<file path="src/rtl/wave_reg_file.sv">
// CPU-visible register block and 16-byte wave RAM for the wave channel.
// Control fields are driven as static levels; trigger and length-load are one-cycle strobes.
module wave_reg_file #(
    parameter logic [7:0] REG_BASE  = 8'h1A,
    parameter logic [7:0] WAVE_BASE = 8'h30
) (
    input  logic         clk,
    input  logic         rst_n,
    input  logic         apu_on,
    input  logic [7:0]   addr,
    input  logic [7:0]   wdata,
    input  logic         wr,
    input  logic         rd,
    output logic [7:0]   rdata,
    output logic         rd_valid,
    output logic         dac_en,
    output logic [1:0]   vol,
    output logic [7:0]   len_load,
    output logic         len_load_stb,
    output logic         len_enable,
    output logic [10:0]  freq,
    output logic         trigger,
    output logic [127:0] samples
);

    logic       dac_en_q, dac_en_d;
    logic [1:0] vol_q, vol_d;
    logic [7:0] len_load_q, len_load_d;
    logic       len_en_q, len_en_d;
    logic [2:0] freq_hi_q, freq_hi_d;
    logic [7:0] freq_lo_q, freq_lo_d;
    logic       trigger_q, trigger_d;
    logic       len_stb_q, len_stb_d;
    logic [7:0] rdata_q, rdata_d;
    logic       rd_valid_q;
    logic [7:0] wave_q [16];

    logic [7:0] wave_off;
    logic       in_wave;
    logic       sel_nr30, sel_nr31, sel_nr32, sel_nr33, sel_nr34;
    logic       wr_reg;
    logic [7:0] rd_mux;

    assign wave_off = addr - WAVE_BASE;
    assign in_wave  = (wave_off < 8'd16);
    assign sel_nr30 = (addr == REG_BASE);
    assign sel_nr31 = (addr == REG_BASE + 8'd1);
    assign sel_nr32 = (addr == REG_BASE + 8'd2);
    assign sel_nr33 = (addr == REG_BASE + 8'd3);
    assign sel_nr34 = (addr == REG_BASE + 8'd4);
    // Register writes only land while the block is powered.
    assign wr_reg   = wr && apu_on;

    always_comb begin
        dac_en_d   = dac_en_q;
        vol_d      = vol_q;
        len_load_d = len_load_q;
        len_en_d   = len_en_q;
        freq_hi_d  = freq_hi_q;
        freq_lo_d  = freq_lo_q;
        if (!apu_on) begin
            dac_en_d   = 1'b0;
            vol_d      = 2'd0;
            len_load_d = 8'd0;
            len_en_d   = 1'b0;
            freq_hi_d  = 3'd0;
            freq_lo_d  = 8'd0;
        end else if (wr) begin
            if (sel_nr30) dac_en_d   = wdata[7];
            if (sel_nr31) len_load_d = wdata;
            if (sel_nr32) vol_d      = wdata[6:5];
            if (sel_nr33) freq_lo_d  = wdata;
            if (sel_nr34) begin
                len_en_d  = wdata[6];
                freq_hi_d = wdata[2:0];
            end
        end
    end

    // NR34 cannot change NR30 in the same cycle, so the held dac_en is the qualifying value.
    assign trigger_d = wr_reg && sel_nr34 && wdata[7] && dac_en_q;
    assign len_stb_d = wr_reg && sel_nr31;

    always_comb begin
        rd_mux = 8'hFF;
        if (sel_nr30)     rd_mux = {dac_en_q, 7'h7F};
        else if (sel_nr32) rd_mux = {1'b1, vol_q, 5'h1F};
        else if (sel_nr34) rd_mux = {1'b1, len_en_q, 6'h3F};
        else if (in_wave)  rd_mux = wave_q[wave_off[3:0]];
    end

    assign rdata_d = rd ? rd_mux : rdata_q;

    always_ff @(posedge clk or negedge rst_n) begin
        if (!rst_n) begin
            dac_en_q   <= 1'b0;
            vol_q      <= 2'd0;
            len_load_q <= 8'd0;
            len_en_q   <= 1'b0;
            freq_hi_q  <= 3'd0;
            freq_lo_q  <= 8'd0;
            trigger_q  <= 1'b0;
            len_stb_q  <= 1'b0;
            rdata_q    <= 8'd0;
            rd_valid_q <= 1'b0;
        end else begin
            dac_en_q   <= dac_en_d;
            vol_q      <= vol_d;
            len_load_q <= len_load_d;
            len_en_q   <= len_en_d;
            freq_hi_q  <= freq_hi_d;
            freq_lo_q  <= freq_lo_d;
            trigger_q  <= trigger_d;
            len_stb_q  <= len_stb_d;
            rdata_q    <= rdata_d;
            rd_valid_q <= rd;
        end
    end

    // Wave RAM lives in flops: it must clear on reset and feed all samples in parallel.
    generate
        for (genvar gi = 0; gi < 16; gi++) begin : g_wave
            always_ff @(posedge clk or negedge rst_n) begin
                if (!rst_n)
                    wave_q[gi] <= 8'd0;
                else if (wr && in_wave && (wave_off[3:0] == gi[3:0]))
                    wave_q[gi] <= wdata;
            end
            assign samples[8*gi+3 -: 4] = wave_q[gi][7:4];
            assign samples[8*gi+7 -: 4] = wave_q[gi][3:0];
        end
    endgenerate

    assign rdata        = rdata_q;
    assign rd_valid     = rd_valid_q;
    assign dac_en       = dac_en_q;
    assign vol          = vol_q;
    assign len_load     = len_load_q;
    assign len_load_stb = len_stb_q;
    assign len_enable   = len_en_q;
    assign freq         = {freq_hi_q, freq_lo_q};
    assign trigger      = trigger_q;

endmodule

</file>
<file path="config.mk">
export PLATFORM = sky130hd
export DESIGN_NAME = wave_reg_file
export DESIGN_NICKNAME = d
export VERILOG_FILES = /design/src/rtl/wave_reg_file.sv
export SDC_FILE = /design/constraint.sdc
export NUM_CORES = 1
export LEC_CHECK = 0
export CAP_MARGIN = 30
export CELL_PAD_IN_SITES_DETAIL_PLACEMENT = 1
export CELL_PAD_IN_SITES_GLOBAL_PLACEMENT = 1
export CORE_UTILIZATION = 36
export CTS_BUF_LIST = sky130_fd_sc_hd__clkbuf_4
export CTS_CLUSTER_SIZE = 25
export DETAILED_ROUTE_END_ITERATION = 8
export PLACE_DENSITY = 0.77
export SLEW_MARGIN = 25
export SYNTH_ARGS = -nofsm -noshare
export SYNTH_HDL_FRONTEND = slang
export SYNTH_SLANG_ARGS = --single-unit
</file>
<file path="constraint.sdc">
create_clock -name clk -period 4.2 [get_ports clk]
set_clock_uncertainty 0.15 [all_clocks]
set_input_delay 1.26 -clock clk [delete_from_list [all_inputs] [get_ports clk]]
set_output_delay 1.26 -clock clk [all_outputs]
set_load 0.03 [all_outputs]
</file>
# Word level (Yosys, flattened, before mapping)
# Cells that the tools add are included.
# W data, S select, Z words.
[word_totals]
regBits = 162
in_bits = 21
out_inout_bits = 162
[classes]
addsub = 1
order_cmp = 2
eq_ne = 26
mux = 25
n_bitwise = 1
n_reduce_logical = 28
[ops]
columns = ["cell", "count"]
rows = [
  ["$mux W8", 12],
  ["$eq A8 B5 Y1 const B", 5],
  ["$bmux W8 S4", 1],
  ["$eq A4 B4 Y1 const B", 8],
  ["$logic_and A1 B1 Y1", 22],
  ["$eq A4 B3 Y1 const B", 4],
  ["$ne A2 B1 Y1 const B", 6],
  ["$reduce_and A2 Y1", 5],
  ["$mux W3", 3],
  ["$eq A4 B2 Y1 const B", 2],
  ["$lt A8 B5 Y1 const B", 1],
  ["$sub A8 B6 Y8 const B", 1],
  ["$mux W1", 6],
  ["$mux W2", 3],
  ["$ge A5 B5 Y1 const B", 1],
  ["$not A4 Y5", 1],
  ["$eq A4 B1 Y1 const B", 1],
  ["$logic_not A4 Y1", 1],
]

# Longest topological paths before layout
[logic_depth]
depth_word = 9
ltp_mapped = 8
depth_no_buf = 5

# Least setup slack after synthesis
# No wires, ideal clock.
[synth_path]
kind = "input to register"
start = "in addr[0]"
end = "reg rdata_q[5], in the netlist rdata[5]"
t_arrival_ps = 2537
required_time_ps = 3922
setup_slack_ps = 1385
stages = 6
n_path_buf = 2
path_cell_list = "buf_6 -> buf_6 -> mux4_1 -> mux2_2 -> a21oi_1 -> a21oi_1"
[synth_between]
elab_chain_cells = 9
word_cells_on_any_way = 13
cone_classes = "add/sub (1); order compare (1); eq/ne (3); mux (7); bitwise (1)"
[synth_lines]
columns = ["item", "line", "rtl"]
rows = [
  ["start: declaration", "10", "input logic [7:0] addr,"],
  ["$sub A8 B6 Y8", "44", "assign wave_off = addr - WAVE_BASE;"],
  ["$not A4 Y5 (implied by the code)", "89", "else if (in_wave) rd_mux = wave_q[wave_off[3:0]];"],
  ["$bmux W8 S4", "89", ""],
  ["$mux W8 (implied by the code) (2 in series)", "89", ""],
  ["$mux W8", "89", ""],
  ["$mux W8", "88", "else if (sel_nr34) rd_mux = {1'b1, len_en_q, 6'h3F};"],
  ["$mux W8", "87", "else if (sel_nr32) rd_mux = {1'b1, vol_q, 5'h1F};"],
  ["$mux W8 *", "86", "if (sel_nr30) rd_mux = {dac_en_q, 7'h7F};"],
  ["end signal: assignment", "115", "rdata_q <= rdata_d;"],
  ["end: declaration", "34", "logic [7:0] rdata_q, rdata_d;"],
]
# Mark *: on every way between the ends. The rest lies on a longest branch, timed or not. The select of a mux whose other input is x is not followed.
# A chain may end at the register's enable or synchronous reset.

# Worst setup path in the final report
[layout_path]
start = "reg wave_q, in the netlist samples[55]"
end = "out samples[55]"
[layout_lines]
columns = ["item", "line", "rtl"]
rows = [
  ["start: declaration", "36", "logic [7:0] wave_q [16];"],
  ["start signal: indexed assignment", "127", "wave_q[gi] <= wdata;"],
  ["end: declaration", "23", "output logic [127:0] samples"],
]
# No word-level cell between the ends.

==> out/results.tsv <==
stage	metric	value	unit
outcome	status	complete, no violations	
synth	ys flop type	dfrtp_1	
synth	sequential element share of the synthesized area	0.546	
critical_path	Critical Path AT	1.73	ns
clock_tree	setup bufs post-CTS	0	
sta	max-slew headroom at the worst pin	0.391	
sta	TNS Setup	0	ns
critical_path	Critical Path Fanout Max	3	
critical_path	family with the most delay on the worst path	buffers and inverters	
synth	Yosys Warn Count	0	
sta	Worst-Margin Slew	0.914	ns
sta	Fin. Hold Viols	0	
grt	grt total ovfl	0	
critical_path	Crit path buffers/inverters	1	
die	Die ar.	0.0212	sq mm
sta	RSZ-0062 raised after global routing	false	
drt	First-pass DRT Iterations	6	
die	Cell Rows	52	
cells_and_area	most frequent cells in the layout	179 x clkdlybuf4s50_1, 162 x dfrtp_1, 128 x mux2_2	
die	# IOs	183	
sta	Pins Over Slew Limit	0	
critical_path	Critical Path End	samples[55]	
die	total core area	0.0202	sq mm
clock_tree	CTS Buf Count	17	
critical_path	CP Data Required Time	2.79	ns
clock_tree	Post-CTS Resized	0	
cells_and_area	Area Growth Syn to Fin	31.6	%
hold_path	hold crit path type	flop to flop	
cells_and_area	antenna fix cells	0	
critical_path	crit path cell chain	clkdlybuf4s50_1	
grt	initial antenna violation count	0	
critical_path	R2R setup slack	2.29	ns
critical_path	startpoint types	flop	
grt	vias in the first global route	5801	
drt	via count	5239	
clock_tree	CTS H-tree lvls	4	
placed_design	port bufs	182	
power	Total Power	3.11	mW
die	Die X	146	um
synth	Post-synth EDFFs	0	
drt	drc violations	0	
clock_tree	Worst-Skew Late Latency	0.58	ns
drt	Vias/cell	5.32	
sta	hold_ws	0.380	ns
cells_and_area	fraction of layout cells with a size suffix above 1	0.306	
critical_path	slowest stage delay, CP	0.74	ns
synth	asr flop ratio synth	1.00	
synth	Cell variety after synth	47	
cells_and_area	Total Nets Final	723	
clock_tree	clk root buf	clkbuf_4	
critical_path	cell depth of the worst setup path	1	
synth	synthesis-stage register bit count	162	
grt	All-Layer GR Usage	0.224	
synth	Synth top area share	0.546	
drt	drt wl/cell	23.1	um
sta	Tmin final	3.14	ns
drt	total routed wirelength	22.7	mm
cells_and_area	commonest non-fill, non-tap cell in the layout	clkdlybuf4s50_1	
critical_path	Reg2Reg Launch Point	samples[77]$_DFFE_PN0P_	
synth	Syn Nets	547	
clock_tree	clock-pin slew on the worst setup and hold paths	0.13	ns
placed_design	Post-DP HPWL	16.7	mm
clock_tree	CTS hold repair buffers	0	
sta	Final setup viols	0	
synth	Cell Area, Synth	0.00742	sq mm
critical_path	FF-to-FF path depth	4	
critical_path	critical path class	flop to output port	
flow_run	maxcap violations	0	
clock_tree	clk buf depth	2	
critical_path	reg2reg end	rdata[1]$_DFFE_PN0P_	
synth	mean area per synthesized cell	14.1	sq um
clock_tree	Sink Count	162	
critical_path	slowest cell on the critical path	clkdlybuf4s50_1	
synth	Yosys top cell by area	dfrtp_1	
critical_path	CP Capture Type	output port	
drt	antenna-violating nets left	0	
die	Starting Density	0.367	
power	worst vdd ir	151	uV
critical_path	Crit. Startpoint	samples[55]$_DFFE_PN0P_	
sta	Tcrit/Tclk final	0.747	
placed_design	RD Place Congestion	0.892	
power	Pleak	4.44	nW
drt	DRT iter0 DRCs	340	
sta	Fmax	319	MHz
die	Die Height	146	um
power	pwr dens	319	mW/mm^2
clock_tree	CTS tree	built	
synth	top post-synthesis cells by area	dfrtp_1 55%, mux2_2 19%, mux4_2 7.6%	
grt	first-pass GRT wire length	35.9	mm
synth	Mapped Cells	526	
grt	pin count of the biggest net entering global routing	91	
## logic make-up after synthesis
group                  synth area share
multiplexers                      0.310
flip-flops                        0.546
AND/OR/NAND/NOR                  0.0771
AO/OA/AOI/OAI                    0.0395
buffers and inverters            0.0275
## how the worst min path moves through the flow
stage	start	end	slack, ns	cells after the start
final	len_load[5]$_DFFE_PN0P_	len_load[5]$_DFFE_PN0P_	0.38	2
after global routing	len_load[0]$_DFFE_PN0P_	len_load[0]$_DFFE_PN0P_	0.40	2
after CTS	len_load[5]$_DFFE_PN0P_	len_load[5]$_DFFE_PN0P_	0.39	2
after detailed placement	samples[30]$_DFFE_PN0P_	samples[30]$_DFFE_PN0P_	0.37	1
after global placement	samples[75]$_DFFE_PN0P_	samples[75]$_DFFE_PN0P_	0.35	1
after floorplan	len_load[0]$_DFFE_PN0P_	len_load[0]$_DFFE_PN0P_	0.51	2
## area by class of cell
class                      instances  area [sq um]
clock buffer                      17           128
clock inverter                    15           141
fill                            2045         10500
inverter                           5          18.8
multi-input combinational        321          3160
sequential                       162          4050
tap                              270           338
timing repair buffer             195          1920
## through the flow
stage               worst slack [ns]  instances   util  cell area (sq um)
floorplan                       1.39        526      -               7420
global placement               0.577        953  0.469               9500
detailed placement             0.464        953  0.469               9500
CTS                             1.01        985  0.483               9760
global route                   0.941        985  0.483               9760
finish                          1.06        985  0.483               9760
## Yosys cell counts, drive strengths merged (5+ instances only)
master  count
a31oi       7
nand2      37
a22o        5
inv         5
buf        23
mux2      131
a221oi      5
nor2       28
nor2b       8
a21oi      12
mux4       28
mux2i      18
clkbuf     15
nand3      10
dfrtp     162
## routing by layer
| metal | vias up | wire (um) | global-route usage |
|---|---|---|---|
| met5 | - | 0 | 0 |
| met4 | 0 | 323 | 0.0589 |
| met3 | 24 | 1340 | 0.0614 |
| met2 | 156 | 11100 | 0.366 |
| met1 | 2780 | 9990 | 0.295 |
| li1 | 2279 | - | - |
## where the power goes
part / internal (mW) / switching, mW / leakage (nW)
logic: 0.216 / 0.305 / 2.09
registers: 1.62 / 0.0566 / 2.20
clock network: 0.347 / 0.564 / 0.144
total: 2.19 / 0.926 / 4.44
## worst register-to-register path, delay by kind of cell (launching register included)
family | cells | cell delay (ns)
AO/OA/AOI/OAI | 3 | 0.66
flip-flops | 1 | 0.44
multiplexers | 1 | 0.51
## sequential cells by signal (all words and copies together), names as in the netlist
| register | flops |
|---|---|
| freq_lo_q | 8 |
| len_load_stb | 1 |
| vol | 2 |
| samples | 128 |
| trigger | 1 |
| len_load | 8 |
| freq_hi_q | 3 |
| rd_valid | 1 |
| dac_en | 1 |
| rdata | 8 |
| len_enable | 1 |
(Power assumes the default switching activity.)
